===== src/rtl/rand_arbiter_if.sv =====
// ============================================================================
// rand_arbiter_if : requester/random-source bundle for rand_arbiter
// Revision: 1.0
// ============================================================================
`default_nettype none

interface rand_arbiter_if #(
  parameter int N = 4
) ();
  logic [N-1:0]   req;
  logic [4*N-1:0] max;
  logic [3:0]     rand_val;
  logic [N-1:0]   ack;
  logic [3:0]     value;
  logic           busy;

  modport master (
    output req, max, rand_val,
    input  ack, value, busy
  );

  modport slave (
    input  req, max, rand_val,
    output ack, value, busy
  );
endinterface

`default_nettype wire


===== src/rtl/rand_arbiter.sv =====
// ============================================================================
// rand_arbiter : round-robin sharing of one LFSR nibble, rejection-sampled
// Revision: 1.0
// ============================================================================
`default_nettype none

module rand_arbiter #(
  parameter int N         = 4,
  parameter int MAX_TRIES = 8
) (
  input  logic          clk,
  input  logic          rst_n,
  rand_arbiter_if.slave bus
);

  localparam int IW = (N > 1) ? $clog2(N) : 1;

  typedef enum logic [1:0] {
    S_IDLE = 2'd0,
    S_DRAW = 2'd1,
    S_DONE = 2'd2
  } state_t;

  state_t          state, state_nx;
  logic [IW-1:0]   rr_ptr, rr_ptr_nx;
  logic [IW-1:0]   idx_r, idx_nx;
  logic [3:0]      max_r, max_nx;
  logic [3:0]      tries_r, tries_nx;
  logic [3:0]      value_r, value_nx;

  logic [3:0]      max_arr [N];
  logic            pick_valid;
  logic [IW-1:0]   pick_idx;
  logic [IW-1:0]   pick_pos;
  logic [3:0]      pick_max;

  for (genvar g = 0; g < N; g++) begin : g_max_unpack
    assign max_arr[g] = bus.max[4*g +: 4];
  end

  // Scan from the farthest offset down so the one nearest rr_ptr wins.
  always_comb begin
    pick_valid = 1'b0;
    pick_idx   = '0;
    pick_pos   = '0;
    for (int off = N - 1; off >= 0; off--) begin
      pick_pos = IW'((int'(rr_ptr) + off) % N);
      if (bus.req[pick_pos]) begin
        pick_valid = 1'b1;
        pick_idx   = pick_pos;
      end
    end
  end

  assign pick_max = (max_arr[pick_idx] == 4'd0) ? 4'd15 : max_arr[pick_idx];

  always_ff @(posedge clk or negedge rst_n) begin
    if (!rst_n) begin
      state   <= S_IDLE;
      rr_ptr  <= '0;
      idx_r   <= '0;
      max_r   <= 4'd0;
      tries_r <= 4'd0;
      value_r <= 4'd0;
    end else begin
      state   <= state_nx;
      rr_ptr  <= rr_ptr_nx;
      idx_r   <= idx_nx;
      max_r   <= max_nx;
      tries_r <= tries_nx;
      value_r <= value_nx;
    end
  end

  always_comb begin
    state_nx  = state;
    rr_ptr_nx = rr_ptr;
    idx_nx    = idx_r;
    max_nx    = max_r;
    tries_nx  = tries_r;
    value_nx  = value_r;
    case (state)
      S_IDLE: begin
        if (pick_valid) begin
          idx_nx   = pick_idx;
          max_nx   = pick_max;
          tries_nx = 4'd0;
          state_nx = S_DRAW;
        end
      end
      S_DRAW: begin
        if (bus.rand_val <= max_r) begin
          value_nx = bus.rand_val;
          state_nx = S_DONE;
        end else if (tries_r == 4'(MAX_TRIES - 1)) begin
          // Out of retries: hand out the bound itself so the grant never stalls.
          value_nx = max_r;
          state_nx = S_DONE;
        end else begin
          tries_nx = tries_r + 4'd1;
        end
      end
      S_DONE: begin
        rr_ptr_nx = (idx_r == IW'(N - 1)) ? '0 : idx_r + 1'b1;
        state_nx  = S_IDLE;
      end
      default: state_nx = S_IDLE;
    endcase
  end

  assign bus.ack   = (state == S_DONE) ? ({{(N-1){1'b0}}, 1'b1} << idx_r) : '0;
  assign bus.value = (state == S_DONE) ? value_r : 4'd0;
  assign bus.busy  = (state != S_IDLE);

endmodule

`default_nettype wire


===== src/flat_wrapper.sv =====
// flat-port wrapper written by rule: the top's interface ports become plain ports
module rand_arbiter_flat 
#(
  parameter int N         = 4,
  parameter int MAX_TRIES = 8
)
  (clk, rst_n, bus_req, bus_max, bus_rand_val, bus_ack, bus_value, bus_busy);
  rand_arbiter_if #(.N(N)) bus_i ();
  input  logic clk;
  input  logic rst_n;
  input wire logic [$bits(bus_i.req)-1:0] bus_req;
  input wire logic [$bits(bus_i.max)-1:0] bus_max;
  input wire logic [$bits(bus_i.rand_val)-1:0] bus_rand_val;
  output wire logic [$bits(bus_i.ack)-1:0] bus_ack;
  output wire logic [$bits(bus_i.value)-1:0] bus_value;
  output wire logic [$bits(bus_i.busy)-1:0] bus_busy;
  assign bus_i.req = bus_req;
  assign bus_i.max = bus_max;
  assign bus_i.rand_val = bus_rand_val;
  assign bus_ack = bus_i.ack;
  assign bus_value = bus_i.value;
  assign bus_busy = bus_i.busy;
  rand_arbiter #(.N(N), .MAX_TRIES(MAX_TRIES)) u_core (.clk(clk), .rst_n(rst_n), .bus(bus_i));
endmodule

===== config.mk =====
export PLATFORM = sky130hd
export DESIGN_NAME = rand_arbiter_flat
export DESIGN_NICKNAME = d
export VERILOG_FILES = /design/src/rtl/rand_arbiter_if.sv /design/src/rtl/rand_arbiter.sv /design/src/flat_wrapper.sv
export SDC_FILE = /design/constraint.sdc
export NUM_CORES = 1
export LEC_CHECK = 0
export BUFFER_PORTS_ARGS = -buffer_cell sky130_fd_sc_hd__buf_2
export CAP_MARGIN = 10
export CORE_UTILIZATION = 48
export CTS_BUF_LIST = sky130_fd_sc_hd__clkbuf_8
export CTS_CLUSTER_SIZE = 12
export DETAILED_ROUTE_END_ITERATION = 6
export PLACE_DENSITY_LB_ADDON = 0.3
export SYNTH_ARGS = -nofsm -noshare
export SYNTH_HDL_FRONTEND = slang
export SYNTH_SLANG_ARGS = --single-unit

===== constraint.sdc =====
create_clock -name clk -period 1.8 [get_ports clk]
set_clock_uncertainty 0.1 [all_clocks]
set_input_delay 0.36 -clock clk [delete_from_list [all_inputs] [get_ports clk]]
set_output_delay 0.36 -clock clk [all_outputs]
set_load 0.03 [all_outputs]

==> metrics.md <==
| Metric | Value |
|---|---|
| R2R Path End | `u_core.state[1]$_DFFE_PN0P_` |
| Multi-input gate area | `780.7 µm²` |
| Hold_sp | `bus_rand_val[3]` |
| Fillers | `178` |
| Num CTS Buffers | `3` |
| Worst Path Buf+Inv | `3` |
| Slowest Stage Delay on Critical Path | `0.40 ns` |
| Startpoint type of the worst setup path | `flip-flop` |
| Pre-antenna DRT Iters | `4` |
| Reg2reg path depth | `9` |
| Max Slew Vio Count | `0` |
| Met3 usage | `3.509%` |
| Tightest Pin Transition | `0.4140 ns` |
| #FFs+latches synth | `18` |
| Die Footprint | `2666 µm²` |
| Routability-driven placement congestion ratio | `0.8640` |
| Top delay family on crit path | `compound AO/OA/AOI/OAI gates` |
| # IOs | `35` |
| Hold EP | `u_core.value_r[3]$_DFFE_PN0P_` |
| Final setup fails | `13` |
| Maximum clock frequency | `503.4 MHz` |
| Worst relative slew slack | `72.40%` |
| CTS max path bufs | `2` |
| Clk pin slew, worst setup/hold paths | `0.07 ns` |
| Initial antenna violation count | `0` |
| Crit path kind | `flip-flop to flip-flop` |
| Cell Pwr Density | `1542 nW/µm²` |
| Outcome | `finished with violations` |
| Antenna-violating nets left | `0` |
| Commonest non-fill, non-tap cell in the layout | `buf_2` |
| Reg area | `450.4 µm²` |
| Synthesized cell area | `1182 µm²` |
| Via count | `1127` |
| RSZ-0062 raised after global routing | `yes` |
| Drt via density | `5.242` |
| Initial DRC count | `12` |
| Reg-to-Reg Start | `u_core.max_r[1]$_DFFE_PN0P_` |
| Pin count of the biggest net entering global routing | `19` |
| CP max FO | `4` |
| DRC errors left | `0` |
| Vias in the first global route | `1111` |
| H-tree depth | `1` |
| Most frequent cells in the layout | `34 x buf_2, 18 x dfrtp_1, 16 x buf_4` |
| DP Worst Slack | `-0.2833 ns` |
| CTS tree | `done` |
| Global-route usage over all layers | `23.93%` |
| Max IR drop VDD | `1.018 mV` |
| Max Cap Viol | `0` |
| Final setup margin | `-0.1864 ns` |
| Finished Layout Cells | `215` |
| Post-DP HPWL | `1892 µm` |
| CP max stage cell | `dfrtp_1` |
| Syn Nets | `166` |
| Total grt overflow | `0` |
| Core area | `2276 µm²` |
| Initial Util | `51.95%` |
| Area Growth Syn to Fin | `43.49%` |
| Critical path arrival | `2.09 ns` |
| Hold Crit Depth | `3` |
| Lkg Pwr | `0.8598 nW` |
| Cell Rows | `17` |
| # nets final | `223` |
| Netlist cell types | `28` |
| First-pass GRT wire length | `4733 µm` |
| Placed cells | `205` |
| Clk_lat worst skew | `0.26 ns` |
| Met2 Use GR | `43.29%` |
| Critical Path, Cell by Cell | `inv_2 > ha_4 > nor2b_4 > o21a_1 > o21a_4 > o211ai_1 > nand2_1 > buf_4 > inv_2` |
| Die W | `51.63 µm` |
| Met1 usage | `28.47%` |
| Die Ht | `51.63 µm` |
| Endpoint class of the critical path | `flip-flop` |
| Avg WL per Cell | `13.22 µm` |
| Hold Vio Cnt, Final | `0` |
| Failing checks | `setup timing` |
| Root Buffer | `clkbuf_8` |
| Tmin final | `1.986 ns` |
| Inserted Diodes | `0` |
| Port Buffer Count | `34` |
| Sequential fraction of the synthesis area | `38.10%` |
| Syn. warnings | `0` |
| Layout cells sized above 1 | `41.71%` |
| Total Wirelength | `2842 µm` |
| # clock sinks | `18` |
| Cell mode on critical path | `inv_2` |
| Fin crit share | `110.4%` |
| Hold crit path type | `primary input to flip-flop` |
| Mapped Cells | `131` |
| Layer with the highest usage | `met2` |
| R2R setup slack | `-0.19 ns` |
| Worst EP required | `1.91 ns` |
| Syn Area/Cell | `9.026 µm²` |
state kept, by name, summed over array words and instances, names as in the netlist:
name            cells
u_core.state        2
u_core.rr_ptr       2
u_core.value_r      4
u_core.idx_r        2
u_core.tries_r      4
u_core.max_r        4
per-layer routing:
| metal | vias to the layer above | wire, µm |
|---|---|---|
| met2 | 33 | 1444 |
| met5 | - | 0 |
| met3 | 2 | 123 |
| met1 | 523 | 1259 |
| met4 | 0 | 14 |
| li1 | 569 | - |
worst max path at each step:
| stage | slack, ns | depth (start not counted) | startpoint | to |
|---|---|---|---|---|
| 4_1_cts | -0.19 | 9 | u_core.max_r[1]$_DFFE_PN0P_ | u_core.value_r[0]$_DFFE_PN0P_ |
| 2_1_floorplan | -0.05 | 9 | u_core.max_r[1]$_DFFE_PN0P_ | u_core.tries_r[2]$_DFFE_PN0P_ |
| 6_report | -0.19 | 9 | u_core.max_r[1]$_DFFE_PN0P_ | u_core.state[1]$_DFFE_PN0P_ |
| 3_3_place_gp | -0.23 | 8 | bus_rand_val[1] | u_core.tries_r[0]$_DFFE_PN0P_ |
| 5_1_grt | -0.31 | 8 | u_core.rr_ptr[1]$_DFFE_PN0P_ | u_core.max_r[0]$_DFFE_PN0P_ |
| 3_5_place_dp | -0.28 | 8 | bus_rand_val[1] | u_core.tries_r[0]$_DFFE_PN0P_ |
tightest hold or removal path, cell delays in order:
cell,delay [ns]
buf_2,0.09
a21oi_1,0.06
o21ai_1,0.12
power breakdown:
group	leakage [nW]	internal (mW)	switching [mW]	total (mW)
Combinational	0.609	0.746	0.845	1.59
Sequential	0.222	0.579	0.115	0.694
Clock	0.0288	0.194	0.137	0.331
stage by stage:
| step | total power [mW] | instance area, µm² | TNS, ns | hold WS, ns | util [%] |
|---|---|---|---|---|---|
| 3_5_place_dp | 1.979 | 1505 | -3.014 | 0.2097 | 66.14 |
| 2_1_floorplan | 1.563 | 1196 | -0.1487 | -0.03559 | - |
| 6_report | 2.615 | 1697 | -1.887 | 0.3232 | 74.55 |
| 4_1_cts | 2.548 | 1672 | -1.667 | 0.3049 | 73.45 |
| 3_3_place_gp | 1.929 | 1505 | -2.197 | 0.2096 | 66.14 |
| 5_1_grt | 2.820 | 1697 | -3.318 | 0.3278 | 74.55 |
synth_stat cells:
library cell / instances / area (µm²)
dfrtp_1: 18 / 450.4
nor2_1: 13 / 48.80
inv_1: 11 / 41.29
mux2i_1: 11 / 110.1
o21ai_0: 11 / 55.05
ha_1: 9 / 112.6
a21oi_1: 8 / 40.04
and2_1: 8 / 50.05
nand2_1: 8 / 30.03
nand3_1: 5 / 25.02
a31oi_1: 4 / 25.02
mux2_2: 4 / 45.04
nor2b_1: 3 / 18.77
clkbuf_1: 2 / 7.510
nand3b_1: 2 / 15.01
o21a_1: 2 / 15.01
a311oi_1: 1 / 8.760
buf_4: 1 / 7.510
mux2_4: 1 / 15.01
nand2b_1: 1 / 6.260
nand4_1: 1 / 6.260
nor4_1: 1 / 6.260
o2111ai_1: 1 / 8.760
o211ai_1: 1 / 7.510
o21ai_1: 1 / 5.000
or2_2: 1 / 6.260
or3_1: 1 / 6.260
xnor2_1: 1 / 8.760
logic make-up (layout without fill, tap and decap cells):
logic type | Yosys count | count (layout) | share of synthesized area [%]
compound gates | 29 | 29 | 13.97
xor+xnor | 1 | 1 | 0.7409
fa+ha+maj | 9 | 9 | 9.524
buf+inv | 14 | 69 | 4.762
flops | 18 | 18 | 38.10
mux | 16 | 16 | 14.39
simple gates | 44 | 45 | 18.52
final cells by class:
cell class / instances / share of cell area [%]
Timing Repair Buffer: 54 / 19.69
Sequential cell: 18 / 26.55
Multi-Input combinational cell: 100 / 46.02
Tap cell: 28 / 2.065
Inverter: 11 / 2.434
Clock buffer: 4 / 3.245
repair_timing:
action	CTS	global route
cloned	2	0
setup endpoints to repair	14	14
setup buffers	2	1
hold buffers	1	0
hold endpoints to repair	18	0
pin swaps	9	9
resized for setup	23	4
Note: power is estimated with default switching activity, not from simulation.
